==> config.mk <==
export PLATFORM = sky130hd
export DESIGN_NAME = mem_port_arbiter_flat
export DESIGN_NICKNAME = d
export VERILOG_FILES = /design/src/rtl/mem_port_arbiter_pkg.sv /design/src/rtl/mem_port_arbiter_if.sv /design/src/rtl/mem_port_arbiter_pick.sv /design/src/rtl/mem_port_arbiter.sv /design/src/flat_wrapper.sv
export SDC_FILE = /design/constraint.sdc
export NUM_CORES = 1
export LEC_CHECK = 0
export ABC_AREA = 1
export BUFFER_PORTS_ARGS = -buffer_cell sky130_fd_sc_hd__buf_4
export CAP_MARGIN = 20
export CORE_AREA = 2 2 103 105
export CTS_CLUSTER_SIZE = 24
export DETAILED_ROUTE_END_ITERATION = 8
export DIE_AREA = 0 0 105 107
export PLACE_DENSITY_LB_ADDON = 0.3
export SLEW_MARGIN = 15
export SYNTH_ARGS = -nofsm -noshare
export SYNTH_HDL_FRONTEND = slang
export SYNTH_SLANG_ARGS = --single-unit
==> constraint.sdc <==
create_clock -name clk -period 4 [get_ports clk]
set_input_delay 0.2 -clock clk [delete_from_list [all_inputs] [get_ports clk]]
set_output_delay 0.2 -clock clk [all_outputs]
set_load 0.01 [all_outputs]
==> src/rtl/mem_port_arbiter_pkg.sv <==
// ============================================================================
// Package : mem_arb_pkg
// Brief   : Shared types and constants for the two-port memory arbiter.
// Rev     : 1.0  initial release
// ============================================================================
`default_nettype none

package mem_arb_pkg;

  localparam int   CNT_W     = 4;
  localparam logic PORT_CORE = 1'b0;
  localparam logic PORT_DMA  = 1'b1;

  typedef enum logic [1:0] {
    IDLE = 2'd0,
    WAIT = 2'd1,
    DONE = 2'd2
  } arb_state_e;

  function automatic logic [1:0] port_onehot(input logic port);
    return port ? 2'b10 : 2'b01;
  endfunction

endpackage

`default_nettype wire

==> src/rtl/mem_port_arbiter_if.sv <==
// ============================================================================
// Interface : mem_port_arbiter_if
// Brief     : Requester handshake bus plus the single memory port.
// Rev       : 1.0  initial release
// ============================================================================
`default_nettype none

interface mem_port_arbiter_if #(
  parameter int ADDR_W = 32,
  parameter int DATA_W = 32
);
  logic [1:0]        req;
  logic [1:0]        we;
  logic [ADDR_W-1:0] addr0;
  logic [ADDR_W-1:0] addr1;
  logic [DATA_W-1:0] wdata0;
  logic [DATA_W-1:0] wdata1;
  logic [1:0]        ack;
  logic [DATA_W-1:0] rdata;
  logic              busy;
  logic              owner;
  logic              mem_en;
  logic              mem_we;
  logic [ADDR_W-1:0] mem_addr;
  logic [DATA_W-1:0] mem_wdata;
  logic [DATA_W-1:0] mem_rdata;

  // Arbiter view
  modport slave (
    input  req, we, addr0, addr1, wdata0, wdata1, mem_rdata,
    output ack, rdata, busy, owner, mem_en, mem_we, mem_addr, mem_wdata
  );

  // Requesters and memory view
  modport master (
    output req, we, addr0, addr1, wdata0, wdata1, mem_rdata,
    input  ack, rdata, busy, owner, mem_en, mem_we, mem_addr, mem_wdata
  );
endinterface

`default_nettype wire

==> src/rtl/mem_port_arbiter_pick.sv <==
// ============================================================================
// Module : mem_arb_pick
// Brief  : Combinational winner select. MEM_ARB_RR_EN selects round-robin on
//          ties; otherwise the core port has fixed priority.
// Rev    : 1.0  initial release
// ============================================================================
`default_nettype none

module mem_arb_pick
  import mem_arb_pkg::*;
(
  input  logic [1:0] req_i,
  input  logic       last_owner_i,
  output logic       winner_o
);

`ifdef MEM_ARB_RR_EN
  always_comb begin
    winner_o = PORT_CORE;
    if (req_i == 2'b10) begin
      winner_o = PORT_DMA;
    end else if (req_i == 2'b11) begin
      winner_o = ~last_owner_i;
    end
  end
`else
  logic last_owner_unused;
  assign last_owner_unused = last_owner_i;

  always_comb begin
    winner_o = PORT_CORE;
    if (req_i == 2'b10) begin
      winner_o = PORT_DMA;
    end
  end
`endif

endmodule

`default_nettype wire

==> src/rtl/mem_port_arbiter.sv <==
// ============================================================================
// Module : mem_port_arbiter
// Brief  : Shares one memory port between the core (port 0) and loader/DMA
//          (port 1). Optional macro MEM_ARB_RR_EN enables round-robin ties.
// Rev    : 1.0  initial release
// ============================================================================
`default_nettype none

module mem_port_arbiter
  import mem_arb_pkg::*;
#(
  parameter int ADDR_W  = 32,
  parameter int DATA_W  = 32,
  parameter int MEM_LAT = 1
) (
  input  logic                clk,
  input  logic                rst,
  mem_port_arbiter_if.slave   bus
);

  if (MEM_LAT < 1 || MEM_LAT > 15) begin : g_lat_check
    $error("mem_port_arbiter: MEM_LAT must be in 1..15");
  end

  arb_state_e        state_q;
  logic [CNT_W-1:0]  cnt_q;
  logic              owner_q;
  logic [1:0]        ack_q;
  logic [DATA_W-1:0] rdata_q;
  logic              winner_d;
  logic              issue_d;

  mem_arb_pick u_pick (
    .req_i        (bus.req),
    .last_owner_i (owner_q),
    .winner_o     (winner_d)
  );

  // Issue is combinational in IDLE; rst gates it so reset drops mem_en at once.
  assign issue_d       = (state_q == IDLE) && (|bus.req) && !rst;
  assign bus.mem_en    = issue_d;
  assign bus.mem_we    = issue_d & bus.we[winner_d];
  assign bus.mem_addr  = issue_d ? (winner_d ? bus.addr1  : bus.addr0)  : '0;
  assign bus.mem_wdata = issue_d ? (winner_d ? bus.wdata1 : bus.wdata0) : '0;

  assign bus.ack   = ack_q;
  assign bus.rdata = rdata_q;
  assign bus.owner = owner_q;
  assign bus.busy  = (state_q != IDLE);

  always_ff @(posedge clk or posedge rst) begin
    if (rst) begin
      state_q <= IDLE;
      cnt_q   <= '0;
      owner_q <= PORT_CORE;
      ack_q   <= '0;
      rdata_q <= '0;
    end else begin
      case (state_q)
        IDLE: begin
          ack_q <= '0;
          if (|bus.req) begin
            owner_q <= winner_d;
            cnt_q   <= CNT_W'(MEM_LAT);
            state_q <= WAIT;
          end
        end
        WAIT: begin
          cnt_q <= cnt_q - CNT_W'(1);
          if (cnt_q == CNT_W'(1)) begin
            rdata_q <= bus.mem_rdata;
            ack_q   <= port_onehot(owner_q);
            state_q <= DONE;
          end
        end
        DONE: begin
          ack_q   <= '0;
          state_q <= IDLE;
        end
        default: begin
          ack_q   <= '0;
          state_q <= IDLE;
        end
      endcase
    end
  end

endmodule

`default_nettype wire

==> src/flat_wrapper.sv <==
// flat-port wrapper written by rule: the top's interface ports become plain ports
module mem_port_arbiter_flat import mem_arb_pkg::*;
#(
  parameter int ADDR_W  = 32,
  parameter int DATA_W  = 32,
  parameter int MEM_LAT = 1
)
  (clk, rst, bus_req, bus_we, bus_addr0, bus_addr1, bus_wdata0, bus_wdata1, bus_mem_rdata, bus_ack, bus_rdata, bus_busy, bus_owner, bus_mem_en, bus_mem_we, bus_mem_addr, bus_mem_wdata);
  mem_port_arbiter_if #(.ADDR_W(ADDR_W), .DATA_W(DATA_W)) bus_i ();
  input  logic clk;
  input  logic rst;
  input wire logic [$bits(bus_i.req)-1:0] bus_req;
  input wire logic [$bits(bus_i.we)-1:0] bus_we;
  input wire logic [$bits(bus_i.addr0)-1:0] bus_addr0;
  input wire logic [$bits(bus_i.addr1)-1:0] bus_addr1;
  input wire logic [$bits(bus_i.wdata0)-1:0] bus_wdata0;
  input wire logic [$bits(bus_i.wdata1)-1:0] bus_wdata1;
  input wire logic [$bits(bus_i.mem_rdata)-1:0] bus_mem_rdata;
  output wire logic [$bits(bus_i.ack)-1:0] bus_ack;
  output wire logic [$bits(bus_i.rdata)-1:0] bus_rdata;
  output wire logic [$bits(bus_i.busy)-1:0] bus_busy;
  output wire logic [$bits(bus_i.owner)-1:0] bus_owner;
  output wire logic [$bits(bus_i.mem_en)-1:0] bus_mem_en;
  output wire logic [$bits(bus_i.mem_we)-1:0] bus_mem_we;
  output wire logic [$bits(bus_i.mem_addr)-1:0] bus_mem_addr;
  output wire logic [$bits(bus_i.mem_wdata)-1:0] bus_mem_wdata;
  assign bus_i.req = bus_req;
  assign bus_i.we = bus_we;
  assign bus_i.addr0 = bus_addr0;
  assign bus_i.addr1 = bus_addr1;
  assign bus_i.wdata0 = bus_wdata0;
  assign bus_i.wdata1 = bus_wdata1;
  assign bus_i.mem_rdata = bus_mem_rdata;
  assign bus_ack = bus_i.ack;
  assign bus_rdata = bus_i.rdata;
  assign bus_busy = bus_i.busy;
  assign bus_owner = bus_i.owner;
  assign bus_mem_en = bus_i.mem_en;
  assign bus_mem_we = bus_i.mem_we;
  assign bus_mem_addr = bus_i.mem_addr;
  assign bus_mem_wdata = bus_i.mem_wdata;
  mem_port_arbiter #(.ADDR_W(ADDR_W), .DATA_W(DATA_W), .MEM_LAT(MEM_LAT)) u_core (.clk(clk), .rst(rst), .bus(bus_i));
endmodule
-- Word-level counts from Yosys, hierarchy flattened
Cells that the tools add are included.
- bits in registers: 41
- output and inout port bits: 102
- word-level logic and storage cells: 39
- add/sub/neg operators: 1
- reduce and logical (&&, ||, !) cells: 11
- eq/ne operators: 5
- bitwise operators: 1
- muxes and demuxes: 15
- order comparisons: 1
- operator list (cell ; number):
    $mux W32 ; 4
    $mux W2 ; 5
    $pmux W4 S2 ; 1
    $reduce_and A2 Y1 ; 4
    $eq A4 B1 Y1 const B ; 1
    $mux W4 ; 1
    $pmux W2 S2 ; 1
    $reduce_bool A2 Y1 ; 2
    $sub A4 B1 Y4 const B ; 1
    $mux W1 ; 3
    $eq A2 B1 Y1 const B ; 1
    $eq A2 B2 Y1 const B ; 1
    $logic_and A1 B1 Y1 ; 2
    $logic_not A2 Y1 ; 1
    $lt A1 B2 Y1 const B ; 1
    $ne A2 B1 Y1 const B ; 1
    $ne A2 B2 Y1 const B ; 1
    $reduce_or A2 Y1 ; 1
    $and A1 B1 Y1 ; 1
    $logic_not A1 Y1 ; 1

-- Logic depth before layout (Yosys ltp)
- word-level depth: 5
- depth in mapped cells: 7
- gate-level depth less buffers: 7

-- Cells and area by module
From an unflattened synthesis, not the netlist that was laid out.
- cell total of the unflattened synthesis: 410
- area total of the unflattened synthesis: 2807.7 um2
- modules (own cells, without submodules) (module ; area an instance (um2) ; cells an instance ; times used):
    mem_port_arbiter ; 2797.7 ; 408 ; 1
    mem_arb_pick ; 10.0 ; 2 ; 1

-- Worst setup path after synthesis
No wires, ideal clock.
- path type: input to output
- start point: input rst
- end point: output bus_mem_addr[0]
- stages on the path: 5
- arrival: 1814 ps
- required time: 3800 ps
- slack: 1986 ps
- path buffers: 2
- cell sequence: inv_1 nand3_1 buf_4 buf_6 a21oi_2
- word-level cells in the longest chain between the ends: 3
- RTL lines (item ; RTL line ; text):
    start: declaration ; flat_wrapper.sv:11 ; input logic rst;
    $logic_not A1 Y1 ; mem_port_arbiter.sv:40 ; assign issue_d = (state_q == IDLE) && (|bus.req) && !rst;
    $logic_and A1 B1 Y1 ; mem_port_arbiter.sv:40 ;
    $mux W32 ; mem_port_arbiter.sv:43 ; assign bus.mem_addr = issue_d ? (winner_d ? bus.addr1 : bus.addr0) : '0;
    end: declaration ; flat_wrapper.sv:25 ; output wire logic [$bits(bus_i.mem_addr)-1:0] bus_mem_addr;
Every way passes these cells.

-- Final worst setup path
- start point: register u_core.state_q[0]
- end point: output bus_mem_wdata[13]
- word-level cells in the longest chain between the ends: 4
- RTL lines (item ; RTL line ; text):
    start: declaration ; mem_port_arbiter.sv:25 ; arb_state_e state_q;
    start signal: assignment ; mem_port_arbiter.sv:53 ; state_q <= IDLE;
    start signal: assignment ; mem_port_arbiter.sv:65 ; state_q <= WAIT;
    start signal: assignment ; mem_port_arbiter.sv:73 ; state_q <= DONE;
    $logic_not A2 Y1 ; mem_port_arbiter.sv:40 ;
    $logic_and A1 B1 Y1 (2 in a row) ; mem_port_arbiter.sv:40 ;
    $mux W32 ; mem_port_arbiter.sv:44 ; assign bus.mem_wdata = issue_d ? (winner_d ? bus.wdata1 : bus.wdata0) : '0;
    end: declaration ; flat_wrapper.sv:26 ; output wire logic [$bits(bus_i.mem_wdata)-1:0] bus_mem_wdata;
Every way passes these cells.

==> results.ini <==
[sta]
period_minus_slack_ns = 2.46
worst_pin_slew_ns = 1.03
slew_headroom_pct = 31.6
setup_viol = 0
rsz0062_at_grt = false
finalSetupTns_ns = 0
fmax_ghz = 0.407
hold_violations = 0
final.period_utilization_pct = 61.4
slew_viol_final = 0
clock-skew-final_ns = 0.00697

[clocking]
clock_latency_ns = 0.29
cts_tree = yes
clock-sinks = 41
cts-root-buf = clkbuf_8
post_cts_buffers = 0
clockBufferDepth = 2
path_clk_slew_ns = 0.08
tritoncts.num_buffers = 5
htreeDepth = 2
hold_buffers = 0
ctsResizeCount = 0

[routing]
routedWlPerCell_um = 13.2
firstDrtPassIters = 4
drt-initial-drc-count = 316
vias = 3539
viasPerCell = 4.45
drt.antenna.violating_nets = 0
wl_um = 10500
drc = 0

[run_status]
outcome = finished clean

[grt]
grt_pass1_vias = 3308
track_usage_pct = 17.0
grt_pass1_wl_um = 15900
grt_remaining_overflow = 0
antenna_found_initial = 0
grt_max_degree = 67

[yosys]
synthTopCellsByArea = dfrtp_1, nand2_1, a21oi_2
synth.distinct_cells = 20
yosysWarnings = 0
synth_edf_count = 0
netlist.area_leader.share_pct = 36.7
yosysMostFrequentCell = nand2_1
synth_area_um2 = 2800
avgSynthCellArea_um2 = 6.84
synth_top_area_cell = dfrtp_1
ys_async_sr_fraction_pct = 100
synth.yosys.seq_area_share_pct = 36.7
yosys-top-cells-count = nand2_1, dfrtp_1, a21oi_2, a21oi_1, buf_2
syn_inst = 409
synth_nets = 577
yosys_most_used_dff = dfrtp_1
ys_ff_latch = 41

[pwr]
p_leak_nw = 2.71
irDropWorstVdd_mv = 0.408
p_per_area_nw_per_um2 = 501

[cells_and_area]
syn_to_final_growth_pct = 76.0
drive_above_1_share_pct = 49.5
regArea_um2 = 1030
stdcell_count = 795
multi_input_area_um2 = 1550
fillers = 1004
final_util_pct = 48.8
final_nets = 826
antenna_cells = 0

[critical_path]
crit_path_end_kind = output pin
reg2reg_from = u_core.cnt_q[1]
path_max_fanout = 66
arrival_ns = 2.26
cp-startpoint = u_core.state_q[0]
path_class = reg2out
cp-start-kind = flip-flop
worstSetupEndpoint = bus_mem_wdata[13]
reg2regPathDepth = 5
regToRegSetupSlack_ns = 2.39
worstPathRequired_ns = 3.80
r2r_end = u_core.bus.rdata[13]

[die]
dieArea_um2 = 11200
die_h_um = 107
start_util_pct = 27.7
rows = 37
coreArea_um2 = 10100
io_pins = 268
die_w_um = 105

[placed_design]
place_hpwl_um = 8080
place_inst = 787
io_buffer_count = 267
globalplace.congestion = 0.768

[run]
cap_viol_max_count = 0

[worst_hold_path]
hp-class = in2async

registers in the layout, indices dropped and copies added, names as in the netlist:
name              flops
u_core.bus.rdata     32
u_core.cnt_q          4
u_core.bus.ack        2
u_core.state_q        2
u_core.bus.owner      1
cells in the final DEF (no fill, tap or decap):
master     count
xnor2_1        1
a21oi_2       39
buf_4        269
nor2_8         1
inv_2          3
nand3_2        1
nand3_4        1
ha_1           2
clkbuf_8       6
bufinv_16      1
nor2_2         2
a21oi_1       26
nand2_2        2
clkbuf_1       1
o21ai_0        3
nand2_4        1
dfrtp_1       41
nand2_1      242
nand3_1        6
inv_1          9
nor2_1         2
cell families after synthesis:
| kind of cell | count (synthesis) | synth area share (%) |
|---|---|---|
| AND/OR/NAND/NOR | 258 | 36.3 |
| flip-flops | 41 | 36.7 |
| AO/OA/AOI/OAI | 68 | 17.4 |
| adder cells (fa/ha/maj) | 2 | 0.894 |
| buffers and inverters | 39 | 8.40 |
| XOR/XNOR | 1 | 0.313 |
worst max-delay path: stages (launching register included):
cell,delay (ns)
dfrtp_1,0.41
nor2_2,0.20
nand3_4,0.71
a21oi_1,0.43
buf_4,0.18
worst min-delay path by stage:
| stage | start | end | slack (ns) | cells after the start |
|---|---|---|---|---|
| floorplan | bus_mem_rdata[3] | u_core.bus.rdata[3] | 0.32 | 2 |
| global placement | bus_mem_rdata[17] | u_core.bus.rdata[17] | 0.40 | 3 |
| detailed placement | bus_mem_rdata[22] | u_core.bus.rdata[22] | 0.40 | 3 |
| CTS | rst | u_core.bus.rdata[7] | 0.09 | 3 |
| global route | bus_mem_rdata[26] | u_core.bus.rdata[26] | 0.1 | 3 |
| finish | rst | u_core.bus.rdata[8] | 0.07 | 3 |
metrics by stage:
| step | worst slack, ns | power, W | hold WS (ns) | cell area, um^2 |
|---|---|---|---|---|
| after floorplan | 1.99 | 0.00152 | 0.317 | 2800 |
| after global placement | 1.95 | 0.00212 | 0.401 | 4810 |
| after detailed placement | 1.86 | 0.00216 | 0.404 | 4810 |
| after CTS | 1.56 | 0.00250 | 0.0948 | 4930 |
| after global routing | 1.36 | 0.00268 | 0.0953 | 4930 |
| final | 1.54 | 0.00247 | 0.0709 | 4930 |
routing by layer:
metal	GRT usage (%)	wire length, um	share of wire [%]	vias up
li1	-	-	-	1766
met1	20.7	4160	40	1604
met4	3.52	140	1.3	0
met3	4.07	799	7.6	16
met2	30.4	5400	51	153
met5	0	0	0	-
area by class of cell:
cell class	count	share of cell area, %
clock buffers	7	1.75
flip-flops and latches	41	20.8
inverters	12	0.914
well taps	136	3.45
clock inverters	1	0.609
repair buffers	269	41.0
multi-input cells	329	31.5
report_power, final:
| group | switching [W] | internal [W] |
|---|---|---|
| Sequential | 0.000124 | 0.000619 |
| Combinational | 0.000751 | 0.000633 |
| Clock | 0.000139 | 0.000203 |
No activity file was read; power rests on OpenSTA's default activity.
